[src/rtl/xgriscv_if_stage.sv]
// Instruction-fetch stage for the xgriscv pipelined core: owns the fetch PC,
// addresses the instruction ROM and loads the IF/ID register handed to decode.
module xgriscv_if_stage #(
  parameter logic [31:0] RESET_PC  = 32'h0000_0000,
  parameter int          IMEM_AW   = 10,
  parameter logic [31:0] NOP_INSTR = 32'h0000_0013
) (
  input  logic               clk,
  input  logic               rstn,
  input  logic               stallF,
  input  logic               flushD,
  input  logic               redirect_valid,
  input  logic [31:0]        redirect_pc,
  output logic [IMEM_AW-1:0] imem_addr,
  input  logic [31:0]        imem_rdata,
  output logic [31:0]        pcF,
  output logic [31:0]        instrD,
  output logic [31:0]        pcD,
  output logic [31:0]        pc_plus4D,
  output logic               validD,
  output logic               misalignD,
  output logic [31:0]        fetch_cnt
);

  typedef enum logic {
    BOOT = 1'b0,
    RUN  = 1'b1
  } state_t;

  state_t      state, state_next;
  logic [31:0] pc_next;
  logic [31:0] instr_next;
  logic [31:0] pcd_next;
  logic [31:0] pc4_next;
  logic        valid_next;
  logic        misalign_next;
  logic [31:0] cnt_next;

  // Sequential PC advance; wraps naturally at 2^32.
  function automatic logic [31:0] pc_inc(input logic [31:0] pc);
    return pc + 32'd4;
  endfunction

  function automatic logic [31:0] sat_inc(input logic [31:0] v);
    return (v == 32'hFFFF_FFFF) ? v : v + 32'd1;
  endfunction

  // The ROM is word addressed and aliases above its size.
  assign imem_addr = pcF[IMEM_AW+1:2];

  always_ff @(posedge clk or negedge rstn) begin
    if (!rstn) begin
      state <= BOOT;
    end else begin
      state <= state_next;
    end
  end

  always_comb begin
    state_next = state;
    case (state)
      BOOT:    state_next = RUN;
      RUN:     state_next = RUN;
      default: state_next = BOOT;
    endcase
  end

  // Redirect wins over stall so a resolved branch is never lost.
  always_comb begin
    pc_next = pcF;
    if (state == RUN) begin
      if (redirect_valid) begin
        pc_next = redirect_pc;
      end else if (!stallF) begin
        pc_next = pc_inc(pcF);
      end
    end
  end

  always_comb begin
    instr_next    = instrD;
    pcd_next      = pcD;
    pc4_next      = pc_plus4D;
    valid_next    = validD;
    misalign_next = misalignD;
    cnt_next      = fetch_cnt;
    if (state == BOOT || flushD) begin
      // BOOT gives the ROM one settling cycle; flush squashes the slot.
      instr_next    = NOP_INSTR;
      valid_next    = 1'b0;
      misalign_next = 1'b0;
    end else if (!stallF) begin
      if (pcF[1:0] != 2'b00) begin
        instr_next    = NOP_INSTR;
        pcd_next      = pcF;
        valid_next    = 1'b0;
        misalign_next = 1'b1;
      end else begin
        instr_next    = imem_rdata;
        pcd_next      = pcF;
        pc4_next      = pc_inc(pcF);
        valid_next    = 1'b1;
        misalign_next = 1'b0;
        cnt_next      = sat_inc(fetch_cnt);
      end
    end
  end

  // Fetch PC / IF-ID register boundary
  always_ff @(posedge clk or negedge rstn) begin
    if (!rstn) begin
      pcF       <= RESET_PC;
      instrD    <= NOP_INSTR;
      pcD       <= 32'd0;
      pc_plus4D <= 32'd0;
      validD    <= 1'b0;
      misalignD <= 1'b0;
      fetch_cnt <= 32'd0;
    end else begin
      pcF       <= pc_next;
      instrD    <= instr_next;
      pcD       <= pcd_next;
      pc_plus4D <= pc4_next;
      validD    <= valid_next;
      misalignD <= misalign_next;
      fetch_cnt <= cnt_next;
    end
  end

endmodule

[config.mk]
export PLATFORM = sky130hd
export DESIGN_NAME = xgriscv_if_stage
export DESIGN_NICKNAME = d
export VERILOG_FILES = /design/src/rtl/xgriscv_if_stage.sv
export SDC_FILE = /design/constraint.sdc
export NUM_CORES = 1
export LEC_CHECK = 0
export BUFFER_PORTS_ARGS = -buffer_cell sky130_fd_sc_hd__buf_2
export CAP_MARGIN = 0
export CORE_MARGIN = 1
export CORE_UTILIZATION = 25
export DETAILED_ROUTE_END_ITERATION = 12
export PLACE_DENSITY = 0.44
export SLEW_MARGIN = 10
export SYNTH_ARGS = -nofsm -noshare
export SYNTH_HDL_FRONTEND = slang
export SYNTH_SLANG_ARGS = --single-unit
[constraint.sdc]
create_clock -name clk -period 3.6 [get_ports clk]
set_input_delay 0.18 -clock clk [delete_from_list [all_inputs] [get_ports clk]]
set_output_delay 0.18 -clock clk [all_outputs]
set_load 0.03 [all_outputs]
==> summary.txt, run 1 <==
Placer Congestion: 0.710
Post-Syn Area: 7360 sq um
Max Transition Viols Final: 0
Syn Nets: 753
crit path kind: register to register
RSZ-0062 raised after global routing: false
startpoint types: register
Required @ worst endpoint: 3940 ps
Critical-path top delay cell: dfrtp_1
R2R depth: 7
Peak VDD IR: 0.283 mV
crit path time final: 2350 ps
first-pass GRT wire length: 35.9 mm
PortBufs: 240
fmax: 425 MHz
CTS Sinks: 163
Post-synth ARST share: 100%
mean post-synth cell area: 10.8 sq um
sequential area share after synthesis: 55.5%
die width: 174 microns
Core Region: 28900 sq um
fillers: 3039
grt total ovfl: 0
slack of the critical path: 1250 ps
worst hold path class: input port to register
WL/cell: 16.8 microns
Final Hold Viols: 0
WHS: 45.3 ps
DRT iter0 DRCs: 372
CTS buffer count: 17
layout cells sized above 1: 35.3%
Post-synth EDFFs: 0
Synth Warn #: 0
Most used DFF post-synth: dfrtp_1
Post-DP HPWL: 15.2 mm
outcome: complete, no violations
P per Cell Area: 605 nW/um^2
max capacitance violation total: 0
Root Buffer Master: clkbuf_16
# IOs: 241
chip height: 174 microns
# setup viols final: 0
routed wl met2: 10.4 mm
Reg clk slew, reported paths: 70 ps
CP endpoint kind: register
met1 WL: 10.8 mm
vias: 6091
maximum fanout along the worst path: 8
die area: 30100 sq um
crit path DAT: 2700 ps
Via density: 4.56
DRT Wirelength: 22.4 mm
Yosys cell types: 53
crit-path cells: ha_1, nand2_1, nor2_1, buf_4, nand4_1, a21oi_1, a2bb2oi_1
setup TNS: 0 ps
routed wl met3: 969 microns
CP max stage delay: 550 ps
Tot GR Track Use: 15.2%
cells after synthesis: 682
Initial Utilization: 25.5%
synthesized flop and latch total: 163
Fin Clk Skew: 13.5 ps
CTS resizes: 0
row cnt: 62
initial antenna violation count: 2
worst slew margin relative to its limit: 42.7%
number of global-route vias before repair: 6030
top routing layer used: met5
cell leakage power: 4.71 nW
hold depth: 3
Final Cycle Share: 65.4%
Residual DRC: 0
layout net count: 1010
largest net degree at the start of global routing: 85
DR pass1 iterations: 6
clk buf depth: 2
CTS H-tree depth: 4
CTS tree: done
pre-CTS setup slack: 1250 ps
Worst Tran Pin Value: 859 ps
Routed Antenna Nets: 0
clk_lat worst skew: 430 ps
Layout Area Growth over Synthesis: 34.4%
-- Yosys cell counts (3+ instances only) --
master	count	share of area, %
and2_1	5	0.43
xnor2_1	26	3.1
a22o_1	29	3.5
nand3_1	23	1.6
o211ai_1	3	0.31
a22oi_1	8	0.82
o22a_1	3	0.36
nor3_1	16	1.1
nor3b_1	3	0.31
a21oi_1	23	1.6
buf_2	4	0.27
nor2_1	28	1.4
a2bb2oi_1	10	1.2
and3_1	10	0.85
mux2_2	34	5.2
a31oi_1	3	0.26
nand2_1	74	3.8
nor4_1	6	0.51
o21ai_1	3	0.20
xor2_1	33	3.9
inv_1	8	0.41
o22ai_1	12	1.0
dfstp_2	3	1.1
o2bb2ai_1	3	0.36
nand4_1	23	2.0
clkbuf_1	36	1.8
buf_4	10	1.0
o21ai_0	54	3.7
dfrtp_1	160	54
-- logic make-up after synthesis --
logic type / synth area share, %
AOI/OAI and AO/OA: 13.9
buffers and inverters: 3.79
xor gates and xnor gates: 7.02
and+or+nand+nor: 13.9
adders and majority gates: 0.340
muxes: 5.48
DFF: 55.5
other: 0.0510
-- final timing paths --
path                                 start             to  slack [ps]
setup / recovery                    pcF[2]        pcF[30]        1250
max in group asynchronous             rstn  fetch_cnt[10]        2300
hold / removal             redirect_pc[23]        pcF[23]          50
min in group asynchronous             rstn  fetch_cnt[18]         370
hold reg to reg                  misalignD      misalignD         460
setup reg to reg                    pcF[2]        pcF[30]        1250
-- layout by cell type, fill, tap and decap left out, drive strengths merged, types with 3 or more instances in the layout --
cell,instances
buf,255
dfrtp,160
nand2,75
o21ai,57
dlygate4sd3,35
mux2,34
xor2,33
a22o,29
nor2,28
xnor2,26
nand4,24
nand3,23
a21oi,23
clkbuf,18
nor3,16
o22ai,12
inv,12
and3,10
a2bb2oi,10
a22oi,8
nor4,7
and2,5
clkinvlp,5
o211ai,4
nor3b,4
clkinv,4
o22a,3
a31oi,3
o2bb2ai,3
dfstp,3
or2,3
-- metrics by stage --
stage | cells | power, mW | cell area [sq um] | util (%)
5_1_grt | 1337 | 6.30 | 9890 | 34.3
3_5_place_dp | 1269 | 4.13 | 8940 | 31.0
2_1_floorplan | 682 | 3.54 | 7360 | -
6_report | 1337 | 5.98 | 9890 | 34.3
3_3_place_gp | 1269 | 4.12 | 8940 | 31.0
4_1_cts | 1336 | 6.07 | 9880 | 34.3
-- worst max-delay path: cells and delay by family (launching register included) --
| family | cells | cell delay (ps) |
|---|---|---|
| compound gates | 2 | 380 |
| fa+ha+maj | 1 | 340 |
| buf+inv | 1 | 260 |
| flops | 1 | 550 |
| simple gates | 3 | 730 |
-- area by class of cell --
class	count	area (sq um)	area share, %
multi-input combinational	458	3010	30.5
inverter	9	33.8	0.342
tap	384	480	4.86
antenna	1	2.50	0.0253
timing repair buffer	290	1680	17.0
clock buffer	18	439	4.44
clock inverter	14	151	1.53
sequential	163	4080	41.3
-- registers in the layout (all words and copies together), names as in the netlist --
register,cells
validD,1
pcF,32
instrD,32
pc_plus4D,32
misalignD,1
state,1
fetch_cnt,32
pcD,32
-- metal layers --
layer | global-route usage, % | up-vias
met5 | 0 | -
met4 | 3.91 | 2
met3 | 3.16 | 16
met2 | 23.8 | 153
met1 | 21.3 | 2975
li1 | - | 2945
-- where the power goes --
part	switching [mW]	leakage (nW)	internal, mW	total, mW
Clock	0.829	0.276	1.05	1.88
Sequential	0.288	2.05	2.15	2.43
Combinational	1.13	2.39	0.534	1.67
Total	2.25	4.71	3.73	5.98
-- what timing repair did --
action                    CTS  global route
hold buffers               35             0
buffers inserted            0             0
hold endpoints to repair  116             0
Power figures use the tool's default switching activity.
==> inputs of run 2 (changes only) <==
--- a/config.mk
+++ b/config.mk
@@ -5,6 +5,7 @@
 export SDC_FILE = /design/constraint.sdc
 export NUM_CORES = 1
 export LEC_CHECK = 0
+export ABC_AREA = 1
 export BUFFER_PORTS_ARGS = -buffer_cell sky130_fd_sc_hd__buf_2
 export CAP_MARGIN = 0
 export CORE_MARGIN = 1
==> constraint.sdc (replaced) <==
create_clock -name clk -period 2.22 [get_ports clk]
set_input_delay 0.111 -clock clk [delete_from_list [all_inputs] [get_ports clk]]
set_output_delay 0.111 -clock clk [all_outputs]
set_load 0.03 [all_outputs]
==> run 2 against run 1 <==
Die area rose by 9.8%. Routed wire length rose by 25%. Count of clock-buffer cells in the layout rose by 6. Non-clock buffer count rose by 24. Via count rose by 27%. Critical endpoint is now fetch_cnt[17].
==> summary.txt, run 2 <==
DR pass1 iterations: 5 (-1)
layout cells sized above 1: 23.7% (-12 points)
CTS tree: done
WHS Endpoint: pcF[6]
maximum fanout along the worst path: 13 (+5)
HP Start: redirect_pc[6]
crit path kind: register to register
R2R depth: 8 (+1)
Root Buffer Master: clkbuf_16
most common cell after layout, fill and taps aside: nand2_1
Ant. Diodes: 0 (-1)
R2R Path End: fetch_cnt[17]
largest cells by area after synthesis: dfrtp_1 (49%), nand2_1 (19%), nor2_1 (7.1%)
Via density: 4.45 (-2.3%)
fmax: 504 MHz (+19%)
Max Transition Viols Final: 0 (unchanged)
Post-DP HPWL: 20.3 mm (+33%)
Critical-path top delay cell: a21oi_2
max capacitance violation total: 0 (unchanged)
worst slew margin relative to its limit: 45.9% (+3.2 points)
CP endpoint kind: register
r2r startpoint: fetch_cnt[1]
crit path DAT: 2360 ps (-340 ps)
grt total ovfl: 0 (unchanged)
largest net degree at the start of global routing: 69 (-19%)
Worst Tran Pin Value: 811 ps (-47.7 ps)
DRT Wirelength: 28.1 mm (+25%)
Tot GR Track Use: 17.3% (+2.1 points)
PortBufs: 240 (unchanged)
hold depth: 3 (unchanged)
largest area contributor in the netlist: dfrtp_1
cells after synthesis: 1037 (+52%)
DRT iter0 DRCs: 417 (+12%)
synthesized flop and latch total: 163 (unchanged)
initial antenna violation count: 0 (-2)
vias: 7753 (+27%)
worst path bufs/invs: 1 (unchanged)
Initial Utilization: 25.5% (about the same)
startpoint types: register
Reg clk slew, reported paths: 60 ps (about the same)
clk_lat worst skew: 440 ps (about the same)
Syn Nets: 1108 (+47%)
P per Cell Area: 876 nW/um^2 (+45%)
CTS H-tree depth: 4 (unchanged)
# IOs: 241 (unchanged)
setup TNS: 0 ps (unchanged)
Placement Cell Area: 9780 sq um (+9.3%)
worst hold path class: input port to register
layout net count: 1397 (+38%)
area share of the leading cell type in the synthesized netlist: 49.5% (-4.9 points)
Final Hold Viols: 0 (unchanged)
family with the most delay on the worst path: compound AO/OA/AOI/OAI gates
Placer Congestion: 0.825 (+16%)
first-pass GRT wire length: 43.7 mm (+22%)
# setup viols final: 0 (unchanged)
Post-synth ARST share: 100% (unchanged)
sequential area share after synthesis: 50.5% (-5.0 points)
Yosys cell types: 37 (-30%)
die width: 182 microns (+4.8%)
clk buf depth: 2 (unchanged)
Final Cycle Share: 89.4% (+24 points)
Core Region: 31700 sq um (+9.9%)
r2r setup slk: 240 ps (-1010 ps)
post-CTS setup buffers: 0 (unchanged)
number of global-route vias before repair: 7748 (+28%)
die area: 33100 sq um (+9.8%)
chip height: 182 microns (+4.8%)
crit path time final: 1980 ps (-371 ps)
CTS Sinks: 163 (unchanged)
Required @ worst endpoint: 2590 ps (-1350 ps)
RSZ-0062 raised after global routing: false
fin area: 10900 sq um (+10%)
row cnt: 65 (+4.8%)
commonest cells in the netlist: nand2_1 (399), dfrtp_1 (160), nor2_1 (152), o21ai_0 (61), inv_1 (55)
Residual DRC: 0 (unchanged)
Post-Syn Area: 8090 sq um (+9.9%)
Layout Area Growth over Synthesis: 34.6%
most common cell in the netlist: nand2_1
Most used DFF post-synth: dfrtp_1
cell leakage power: 5.52 nW (+17%)
WL/cell: 16.1 microns (-3.9%)
Fin Clk Skew: 7.38 ps (-6.08 ps)
commonest non-fill, non-tap cells in the layout: nand2_1 (399), buf_2 (239), dfrtp_1 (160)
Synth Warn #: 0 (unchanged)
CP max stage delay: 660 ps (+110 ps)
crit-path cells: ha_1, inv_1, nor2_4, nand2_2, nor2_4, a21oi_2, nand2_1, nand2_1
Routed Antenna Nets: 0 (unchanged)
Peak VDD IR: 0.502 mV (+77%)
outcome: complete, no violations
mean post-synth cell area: 7.80 sq um (-28%)
Post-synth EDFFs: 0 (unchanged)
fillers: 3461 (+14%)
CTS buffer count: 17 (unchanged)
-- run 2: layout make-up --
type / instances / area [sq um] / share of cell area, %
clock buffer: 24 / 482 / 4.43
multi-input combinational: 771 / 3540 / 32.5
inverter: 59 / 221 / 2.03
tap: 402 / 503 / 4.62
clock inverter: 8 / 101 / 0.931
timing repair buffer: 314 / 1950 / 17.9
sequential: 163 / 4080 / 37.5
-- run 2: per-stage QoR --
stage	setup slack [ps]	std cells	power (mW)	hold WS [ps]	util, %
2_1_floorplan	401	1037	5.54	-185	-
3_3_place_gp	180	1657	6.52	156	30.8
3_5_place_dp	154	1657	6.52	155	30.8
4_1_cts	151	1740	9.69	0.170	34.3
5_1_grt	23.1	1741	10.0	14.3	34.3
6_report	236	1741	9.54	25.1	34.3
-- run 2: power breakdown --
group          internal [mW]  leakage [nW]  switching, mW
Combinational          0.790          3.14           1.91
Sequential              3.42          2.11          0.393
Clock                   1.75         0.276           1.28
-- run 2: timing repair --
action,in CTS,in global routing
endpoints found under the hold margin,102,0
hold buffers,51,0
endpoints found under the setup margin,0,5
resized for setup,0,2
-- run 2: worst max path at each step --
stage                 start       endpoint  slack [ps]  depth (start not counted)
2_1_floorplan  fetch_cnt[0]  fetch_cnt[16]         400                         10
3_5_place_dp   fetch_cnt[1]  fetch_cnt[18]         150                          9
6_report       fetch_cnt[1]  fetch_cnt[17]         240                          8
5_1_grt              pcF[2]        pcF[24]          20                         10
3_3_place_gp   fetch_cnt[1]  fetch_cnt[18]         180                          9
4_1_cts        fetch_cnt[1]  fetch_cnt[18]         150                          9
-- run 2: logic make-up after synthesis --
logic type | Yosys count | share of synthesized area (%)
xor gates and xnor gates | 21 | 2.37
AOI/OAI and AO/OA | 123 | 9.59
other | 1 | 0.0464
buffers and inverters | 104 | 5.97
and+or+nand+nor | 622 | 31.1
muxes | 1 | 0.139
adders and majority gates | 2 | 0.309
DFF | 163 | 50.5
-- run 2: metal layers --
layer  GRT usage (%)  up-vias  wire, microns
li1                -     3870              -
met5               0        -              0
met1            22.4     3636          12800
met4            5.04        0            448
met3            3.75       25           1360
met2            28.9      222          13400
-- run 2: worst register-to-register path: cells and delay by family (launching register included) --
family,cells,cell delay [ps]
AO/OA/AOI/OAI,1,660
adder cells (fa/ha/maj),1,230
buffers and inverters,1,130
flip-flops,1,430
AND/OR/NAND/NOR,5,470
==> inputs of run 3 (changes only) <==
--- a/config.mk
+++ b/config.mk
@@ -8,6 +8,7 @@
 export ABC_AREA = 1
 export BUFFER_PORTS_ARGS = -buffer_cell sky130_fd_sc_hd__buf_2
 export CAP_MARGIN = 0
+export CORE_ASPECT_RATIO = 0.6
 export CORE_MARGIN = 1
 export CORE_UTILIZATION = 25
 export DETAILED_ROUTE_END_ITERATION = 12
==> constraint.sdc (replaced) <==
create_clock -name clk -period 2.1 [get_ports clk]
set_input_delay 0.105 -clock clk [delete_from_list [all_inputs] [get_ports clk]]
set_output_delay 0.105 -clock clk [all_outputs]
set_load 0.03 [all_outputs]
==> run 3 against run 2 <==
The flow now finishes with violations (DRC). Critical path depth is 2 higher. Sequential power is 6.5% higher. Non-clock buffer count is 10 higher. Power is 10% higher. Clock power is 17% higher. Utilization is 0.85 points higher. Maximum frequency is 2.3% higher. Die area hardly changed.
==> summary.txt, run 3 (synthesis gave the netlist of run 2 again) <==
Post-DP HPWL: 22.6 mm (+11%)
Tot GR Track Use: 18.5% (+1.1 points)
Routed Antenna Nets: 0 (unchanged)
Max Transition Viols Final: 0 (unchanged)
# IOs: 241 (unchanged)
DRT Wirelength: 30.5 mm (+8.5%)
failing checks: DRC
Initial Utilization: 25.7% (+0.15 points)
CP max stage delay: 400 ps (-260 ps)
Worst Tran Pin Value: 498 ps (-313 ps)
R2R Path End: pcF[30]
Placer Congestion: 0.870 (+5.4%)
clk_lat worst skew: 450 ps (about the same)
Setup crit start: pcF[2]
fmax: 516 MHz (+2.3%)
Residual DRC: 18 (+18)
CP endpoint kind: register
DRT iter0 DRCs: 649 (+56%)
Via density: 4.50 (+0.97%)
setup TNS: 0 ps (unchanged)
Final Hold Viols: 0 (unchanged)
Critical-path top delay cell: dfrtp_1
DR pass1 iterations: 9 (+4)
cell leakage power: 5.62 nW (+1.9%)
RSZ-0062 raised after global routing: true
final cell utilization of the core: 35.2% (+0.85 points)
CTS resizes: 0 (unchanged)
clk buf depth: 2 (unchanged)
CTS tree: done
worst slew margin relative to its limit: 66.6% (+21 points)
Reg clk slew, reported paths: 60 ps (about the same)
CTS buffer count: 17 (unchanged)
Layout Area Growth over Synthesis: 37.1%
Fin Clk Skew: 9.55 ps (+2.17 ps)
die width: 234 microns (+29%)
CTS H-tree depth: 4 (unchanged)
maximum fanout along the worst path: 7 (-6)
grt total ovfl: 0 (unchanged)
commonest non-fill, non-tap cells in the layout: nand2_1 (399), buf_2 (239), dfrtp_1 (160)
max capacitance violation total: 0 (unchanged)
crit-path cells: ha_1, nand2_1, nor2_2, nand2_1, nor2_1, nand2_1, nand2_1, nand3_1, nand2_1, nand2_1
WL/cell: 17.3 microns (+7.0%)
Final Cycle Share: 92.4% (+3.0 points)
row cnt: 50 (-23%)
crit path time final: 1940 ps (-44.4 ps)
PortBufs: 240 (unchanged)
Root Buffer Master: clkbuf_16
HP Start: redirect_pc[31]
worst hold path class: input port to register
hold depth: 5 (+2)
chip height: 141 microns (-22%)
first-pass GRT wire length: 45.0 mm (+3.0%)
outcome: finished with violations
crit path kind: register to register
area of the multi-input gates: 3530 sq um (-0.46%)
# setup viols final: 0 (unchanged)
layout net count: 1406 (+0.64%)
Required @ worst endpoint: 2430 ps (-160 ps)
crit path DAT: 2270 ps (-90 ps)
P per Cell Area: 949 nW/um^2 (+8.4%)
r2r setup slk: 160 ps (-80 ps)
Flop pwr share: 38.7% (-1.3 points)
most used cell, CP: nand2_1
switching part of the total: 37.2% (-0.32 points)
startpoint types: register
vias: 7941 (+2.4%)
largest net degree at the start of global routing: 66 (-4.3%)
Core Region: 31500 sq um (-0.59%)
WHS Endpoint: pcF[31]
layout cells sized above 1: 24.1% (+0.44 points)
NetSw: 3.91 mW (+9.4%)
post-CTS setup buffers: 0 (unchanged)
number of global-route vias before repair: 7306 (-5.7%)
die area: 33100 sq um (about the same)
Seq. cell area: 4080 sq um (unchanged)
Peak VDD IR: 0.621 mV (+24%)
Clk pwr share: 33.5% (+1.8 points)
WHS: 29.6 ps (+4.52 ps)
fillers: 3409 (-1.5%)
Placement Cell Area: 9900 sq um (+1.2%)
initial antenna violation count: 2 (+2)
fin area: 11100 sq um (+1.9%)
r2r startpoint: pcF[2]
Combinational Power Share: 27.8% (-0.5 points)
internal power: 6.61 mW (+11%)
R2R depth: 10 (+2)
most common cell after layout, fill and taps aside: nand2_1
CTS Sinks: 163 (unchanged)
-- run 3: through the flow --
stage | cells | worst slack, ps | total power [mW]
after floorplan | 1037 | 281 | 5.85
after global routing | 1766 | -14.8 | 11.1
after detailed placement | 1678 | 192 | 6.97
final | 1766 | 160 | 10.5
after CTS | 1764 | 172 | 10.7
after global placement | 1678 | 214 | 6.99
-- run 3: power by group through the flow --
stage / clock network, mW / registers [mW] / logic, mW
2_1_floorplan: 0 / 4.98 / 0.877
3_3_place_gp: 0 / 4.12 / 2.87
3_5_place_dp: 0 / 4.11 / 2.86
4_1_cts: 3.65 / 4.06 / 2.95
5_1_grt: 3.77 / 4.14 / 3.16
6_report: 3.53 / 4.07 / 2.92
-- run 3: how the worst max path moves through the flow --
stage                         end  slack, ps  depth (start not counted)
floorplan           fetch_cnt[16]        280                         10
global placement          pcF[14]        210                          8
detailed placement        pcF[14]        190                          8
CTS                       pcF[14]        170                          8
global route              pcF[30]        -10                         10
finish                    pcF[30]        160                         10
-- run 3: worst max-delay path: cells and delay by family, from the launching register on --
family / cells / cell delay, ps
adders and majority gates: 1 / 210
DFF: 1 / 400
and+or+nand+nor: 9 / 1220
-- run 3: what timing repair did --
item,CTS,global route
hold buffers,54,0
setup endpoints to repair,0,2
endpoints found under the hold margin,213,0
-- run 3: area by class of cell --
| type | count | area share (%) |
|---|---|---|
| diodes | 2 | 0.0451 |
| flip-flops and latches | 163 | 36.8 |
| inverters | 59 | 2.00 |
| clock inverters | 13 | 1.84 |
| well taps | 416 | 4.69 |
| repair buffers | 324 | 18.8 |
| multi-input cells | 770 | 31.8 |
| clock buffers | 19 | 3.99 |
-- run 3: routing by layer --
layer | share of wire, % | GRT usage, % | up-vias
li1 | - | - | 3906
met1 | 53 | 29.5 | 3741
met2 | 39 | 23.6 | 269
met3 | 7.2 | 5.02 | 25
met4 | 1.2 | 4.65 | 0
met5 | 0 | 0 | -
